**src/rtl/vga_scan_driver.sv**
```systemverilog
// VGA raster generator: pixel-rate strobe, h/v counters, syncs and blanking,
// with the sprite colour registered onto the DAC pins one pixel after pixelx/pixely.
module vga_scan_driver #(
  parameter int          H_VISIBLE = 640,
  parameter int          H_FRONT   = 16,
  parameter int          H_SYNC    = 96,
  parameter int          H_BACK    = 48,
  parameter int          V_VISIBLE = 480,
  parameter int          V_FRONT   = 10,
  parameter int          V_SYNC    = 2,
  parameter int          V_BACK    = 33,
  parameter int          CLK_DIV   = 2,
  parameter logic [23:0] BG_RGB    = 24'h000000
) (
  input  logic        clk,
  input  logic        rst_n,
  input  logic [23:0] sprite_rgb,
  input  logic        sprite_visible,
  output logic [9:0]  pixelx,
  output logic [9:0]  pixely,
  output logic        pix_en,
  output logic        vga_clk,
  output logic        hsync,
  output logic        vsync,
  output logic        blank_n,
  output logic [23:0] vga_rgb,
  output logic        frame_start
);

  localparam int H_TOTAL = H_VISIBLE + H_FRONT + H_SYNC + H_BACK;
  localparam int V_TOTAL = V_VISIBLE + V_FRONT + V_SYNC + V_BACK;
  localparam int DIV_W   = $clog2(CLK_DIV);

  localparam logic [DIV_W-1:0] DIV_LAST = DIV_W'(CLK_DIV - 1);
  localparam logic [DIV_W-1:0] DIV_HALF = DIV_W'(CLK_DIV / 2);
  localparam logic [9:0] H_LAST   = 10'(H_TOTAL - 1);
  localparam logic [9:0] V_LAST   = 10'(V_TOTAL - 1);
  localparam logic [9:0] H_VIS    = 10'(H_VISIBLE);
  localparam logic [9:0] V_VIS    = 10'(V_VISIBLE);
  localparam logic [9:0] HS_START = 10'(H_VISIBLE + H_FRONT);
  localparam logic [9:0] HS_END   = 10'(H_VISIBLE + H_FRONT + H_SYNC - 1);
  localparam logic [9:0] VS_START = 10'(V_VISIBLE + V_FRONT);
  localparam logic [9:0] VS_END   = 10'(V_VISIBLE + V_FRONT + V_SYNC - 1);

  logic [DIV_W-1:0] div_q, div_d;
  logic [9:0]       hcount_q, hcount_d;
  logic [9:0]       vcount_q, vcount_d;
  logic             vga_clk_q, vga_clk_d;
  logic             hsync_q, hsync_d;
  logic             vsync_q, vsync_d;
  logic             blank_n_q, blank_n_d;
  logic [23:0]      vga_rgb_q, vga_rgb_d;
  logic             active, hs_win, vs_win, pix_en_w;

  always_comb begin
    pix_en_w  = (div_q == DIV_LAST);
    div_d     = pix_en_w ? '0 : div_q + 1'b1;
    vga_clk_d = (div_q >= DIV_HALF);

    hcount_d = hcount_q;
    vcount_d = vcount_q;
    if (pix_en_w) begin
      if (hcount_q == H_LAST) begin
        hcount_d = '0;
        vcount_d = (vcount_q == V_LAST) ? '0 : vcount_q + 10'd1;
      end else begin
        hcount_d = hcount_q + 10'd1;
      end
    end

    active = (hcount_q < H_VIS) && (vcount_q < V_VIS);
    hs_win = (hcount_q >= HS_START) && (hcount_q <= HS_END);
    vs_win = (vcount_q >= VS_START) && (vcount_q <= VS_END);

    // Output stage samples the pixel currently presented to the sprites.
    hsync_d   = hsync_q;
    vsync_d   = vsync_q;
    blank_n_d = blank_n_q;
    vga_rgb_d = vga_rgb_q;
    if (pix_en_w) begin
      hsync_d   = !hs_win;
      vsync_d   = !vs_win;
      blank_n_d = active;
      vga_rgb_d = active ? (sprite_visible ? sprite_rgb : BG_RGB) : 24'h0;
    end
  end

  always_ff @(posedge clk or negedge rst_n) begin
    if (!rst_n) begin
      div_q     <= '0;
      hcount_q  <= '0;
      vcount_q  <= '0;
      vga_clk_q <= 1'b0;
      hsync_q   <= 1'b1;
      vsync_q   <= 1'b1;
      blank_n_q <= 1'b0;
      vga_rgb_q <= 24'h0;
    end else begin
      div_q     <= div_d;
      hcount_q  <= hcount_d;
      vcount_q  <= vcount_d;
      vga_clk_q <= vga_clk_d;
      hsync_q   <= hsync_d;
      vsync_q   <= vsync_d;
      blank_n_q <= blank_n_d;
      vga_rgb_q <= vga_rgb_d;
    end
  end

  assign pixelx      = hcount_q;
  assign pixely      = vcount_q;
  assign pix_en      = pix_en_w;
  assign vga_clk     = vga_clk_q;
  assign hsync       = hsync_q;
  assign vsync       = vsync_q;
  assign blank_n     = blank_n_q;
  assign vga_rgb     = vga_rgb_q;
  assign frame_start = pix_en_w && (hcount_q == 10'd0) && (vcount_q == 10'd0);

endmodule

```
**config.mk**
```make
export PLATFORM = sky130hd
export DESIGN_NAME = vga_scan_driver
export DESIGN_NICKNAME = d
export VERILOG_FILES = /design/src/rtl/vga_scan_driver.sv
export SDC_FILE = /design/constraint.sdc
export NUM_CORES = 1
export LEC_CHECK = 0
export ABC_AREA = 1
export CORE_MARGIN = 5
export CORE_UTILIZATION = 48
export CTS_BUF_LIST = sky130_fd_sc_hd__clkbuf_8
export DETAILED_ROUTE_END_ITERATION = 7
export PLACE_DENSITY = 0.93
export SLEW_MARGIN = 15
export SYNTH_ARGS = -nofsm -noshare
export SYNTH_HDL_FRONTEND = slang
export SYNTH_SLANG_ARGS = --single-unit
```
**constraint.sdc**
```tcl
create_clock -name clk -period 1.9 [get_ports clk]
set_clock_uncertainty 0.05 [all_clocks]
set_input_delay 0.57 -clock clk [delete_from_list [all_inputs] [get_ports clk]]
set_output_delay 0.57 -clock clk [all_outputs]
set_load 0.005 [all_outputs]
```
==> flow_summary.toml <==
[outcome]
status = "complete, but fails checks"
violations = "negative setup slack"

[power]
irDropWorstVdd_uv = 405.6
p_leak_uw = 0.001811
power.density_nw_per_um2 = 540.3
total_power_uw = 2004

[synth]
synthCells = 300
ys_types = 29
yosysSeqAreaShare_pct = 50.33
async_flop_share_pct = 100.0
yosys_most_used_dff = "dfrtp_1"
synth_area_leaders = "dfrtp_1 48%, nand2_1 14%, o21ai_0 5.3%, nand3_1 4.3%, nor2_1 4.3%"
synth.avg_cell_area_um2 = 8.137
netlist_area_um2 = 2441
netlist.area_leader.share_pct = 48.18
synth_warnings = 0
yosysTopAreaCell = "dfrtp_1"
ys_ff_latch = 49
yosys.cell_count.top_type = "nand2_1"
synth_nets = 331
synth_edf_count = 0
yosys-top-cells-count = "93 x nand2_1, 47 x dfrtp_1, 28 x nor2_1"

[global_route]
grt_max_degree = 46
antenna_found_initial = 0
grt_use_met3_pct = 8.315
grt_usage_pct = 23.91
grt_pass1_wl_um = 12180
grt_use_met1_pct = 29.48
grt_pass1_vias = 2615
use_met2_pct = 37.95
grt_overflow = 0
top_usage_layer = "met2"

[worst_setup_path]
critPathLaunch = "pixelx[1]$_DFFE_PN0P_"
crit_arrival_ps = 1510
worst_setup_path_end_kind = "primary output"
rr_startpoint = "pixelx[1]$_DFFE_PN0P_"
critPathMaxFanout = 2
worst-r2r-cell-count = 11
timing.rr.end = "pixely[6]$_DFFE_PN0P_"
worstPathRequired_ps = 1280
worst-setup-path-type = "flop to primary output"
cp-start-kind = "flop"
r2r_slack_ps = 80

[layout]
regArea_um2 = 1229
layout-drive-gt1-share_pct = 18.47
multi_input_area_um2 = 1075
area_growth_syn_to_layout_pct = 51.97
fillers = 323
insertedDiodeCount = 0
final_cells = 487
post-route-util_pct = 74.05
nNetsFinal = 448

[sta]
min_period_over_period_pct = 112.1
hold_violations = 0
max_clock_freq_mhz = 469.4
slew_headroom_pct = 73.47
whs_ps = 25.23
slew_violations = 0
tns_ps = -378.4
finalWorstSetupSlack_ps = -230.3
final-setup-viol-count = 3
worst_slew_pin_slew_ps = 397.5
fin_crit_ps = 2130
rsz0062_at_grt = "yes"

[clock_network]
clk_pin_slew_ps = 90
hold_buffers = 0
clkSinkCount = 49
cts_root_buffer = "clkbuf_8"
cts_buffers = 5
htreeDepth = 2
clock_path_buffers = 2
cts_tree = "built"
insertion_delay_ps = 300

[routing]
num_vias = 2669
viasPerCell = 5.480
wl_per_cell_um = 16.15
drc = 0
drtPass1Iterations = 7
ant_nets = 0
first_iter_violations = 449
drt_wl_total_um = 7867

[die]
core-area_um2 = 5010
die_w_um = 81.32
dieArea_um2 = 6612
die_y_um = 81.32
rows = 26
ios = 77
initial_utilization_pct = 48.73

[placed_design]
hpwl_um = 5132
io_buffer_count = 76
gp_congestion = 0.9055
dp.cells = 468

[flow_run]
cap_violations = 0

[hold_path]
hold_class = "primary input to asynchronous set/reset pin"
## area by class of cell
class,count,share of cell area (%)
Sequential cell,49,33.12
Timing Repair Buffer,120,30.52
Multi-Input combinational cell,219,28.97
Tap cell,70,2.361
Inverter,22,2.226
Clock buffer,5,1.855
Clock inverter,2,0.9444
## sequential cells by signal, summed over array words and instances, names as in the netlist
signal,count
vga_rgb,24
pixelx,10
pixely,10
blank_n,1
hsync,1
pix_en,1
vga_clk,1
vsync,1
## layer usage
metal / part of all wire [%] / vias up
met5: 0 / -
met4: 4.1 / 0
met3: 10 / 46
met2: 47 / 183
met1: 38 / 1230
li1: - / 1210
## cells in the final DEF, fill, tap and decap left out, types with 2 or more instances in the layout
cell type | netlist | final
nand2_1 | 93 | 93
clkdlybuf4s50_1 | 0 | 54
dfrtp_1 | 47 | 47
buf_4 | 0 | 32
nor2_1 | 28 | 28
o21ai_0 | 26 | 26
nand3_1 | 21 | 21
dlygate4sd2_1 | 0 | 17
inv_1 | 18 | 16
buf_6 | 2 | 8
nor3_1 | 7 | 7
nand4_1 | 7 | 7
inv_2 | 4 | 6
o21ai_1 | 5 | 5
clkbuf_8 | 0 | 5
xor2_1 | 4 | 4
a21oi_1 | 4 | 4
nor2_2 | 2 | 3
nand3_2 | 3 | 3
nor2_4 | 3 | 3
ha_1 | 4 | 3
dlymetal6s2s_1 | 0 | 3
buf_12 | 0 | 3
nand2_2 | 2 | 2
nor3b_1 | 2 | 2
dfstp_2 | 2 | 2
buf_2 | 6 | 2
## power by group
group,total (uW),internal (uW),switching [uW],leakage (uW)
combinational,170,108,62.2,0.00112
clock,749,384,366,0.0000540
sequential,1080,1070,16.6,0.000633
total,2000,1560,444,0.00181
## critical path, stage by stage, from the launching register on
cell	delay (ps)
dfrtp_1	410
inv_1	90
ha_1	160
nand2_1	50
nor3_1	130
nand2_1	90
nor4_2	140
buf_2	150
## logic make-up (layout without fill, tap and decap cells)
kind of cell / count (synthesis) / count (layout) / synth area share, %
compound gates: 38 / 38 / 8.150
xor+xnor: 5 / 5 / 1.794
fa+ha+maj: 4 / 4 / 2.050
buf+inv: 33 / 149 / 5.996
flops: 49 / 49 / 50.33
simple gates: 171 / 172 / 31.68
## repair_timing
action                     4_1_cts  5_1_grt
gates cloned                     0        1
buffers inserted                 4        7
setup endpoints to repair       21       16
gates resized for setup         31        5
pin swaps                        0        2
## worst max path at each step
stage | to | slack (ps)
after floorplan | frame_start | 180
after global placement | frame_start | -220
after detailed placement | frame_start | -260
after CTS | frame_start | -200
after global routing | frame_start | -310
final | frame_start | -230
## metrics by stage
stage          area [um^2]  setup WS (ps)
6_report              3710         -230.3
5_1_grt               3710         -311.8
4_1_cts               3631         -202.5
3_5_place_dp          3493         -264.0
3_3_place_gp          3493         -215.9
2_1_floorplan         2441          184.6
(Power assumes the default switching activity.)
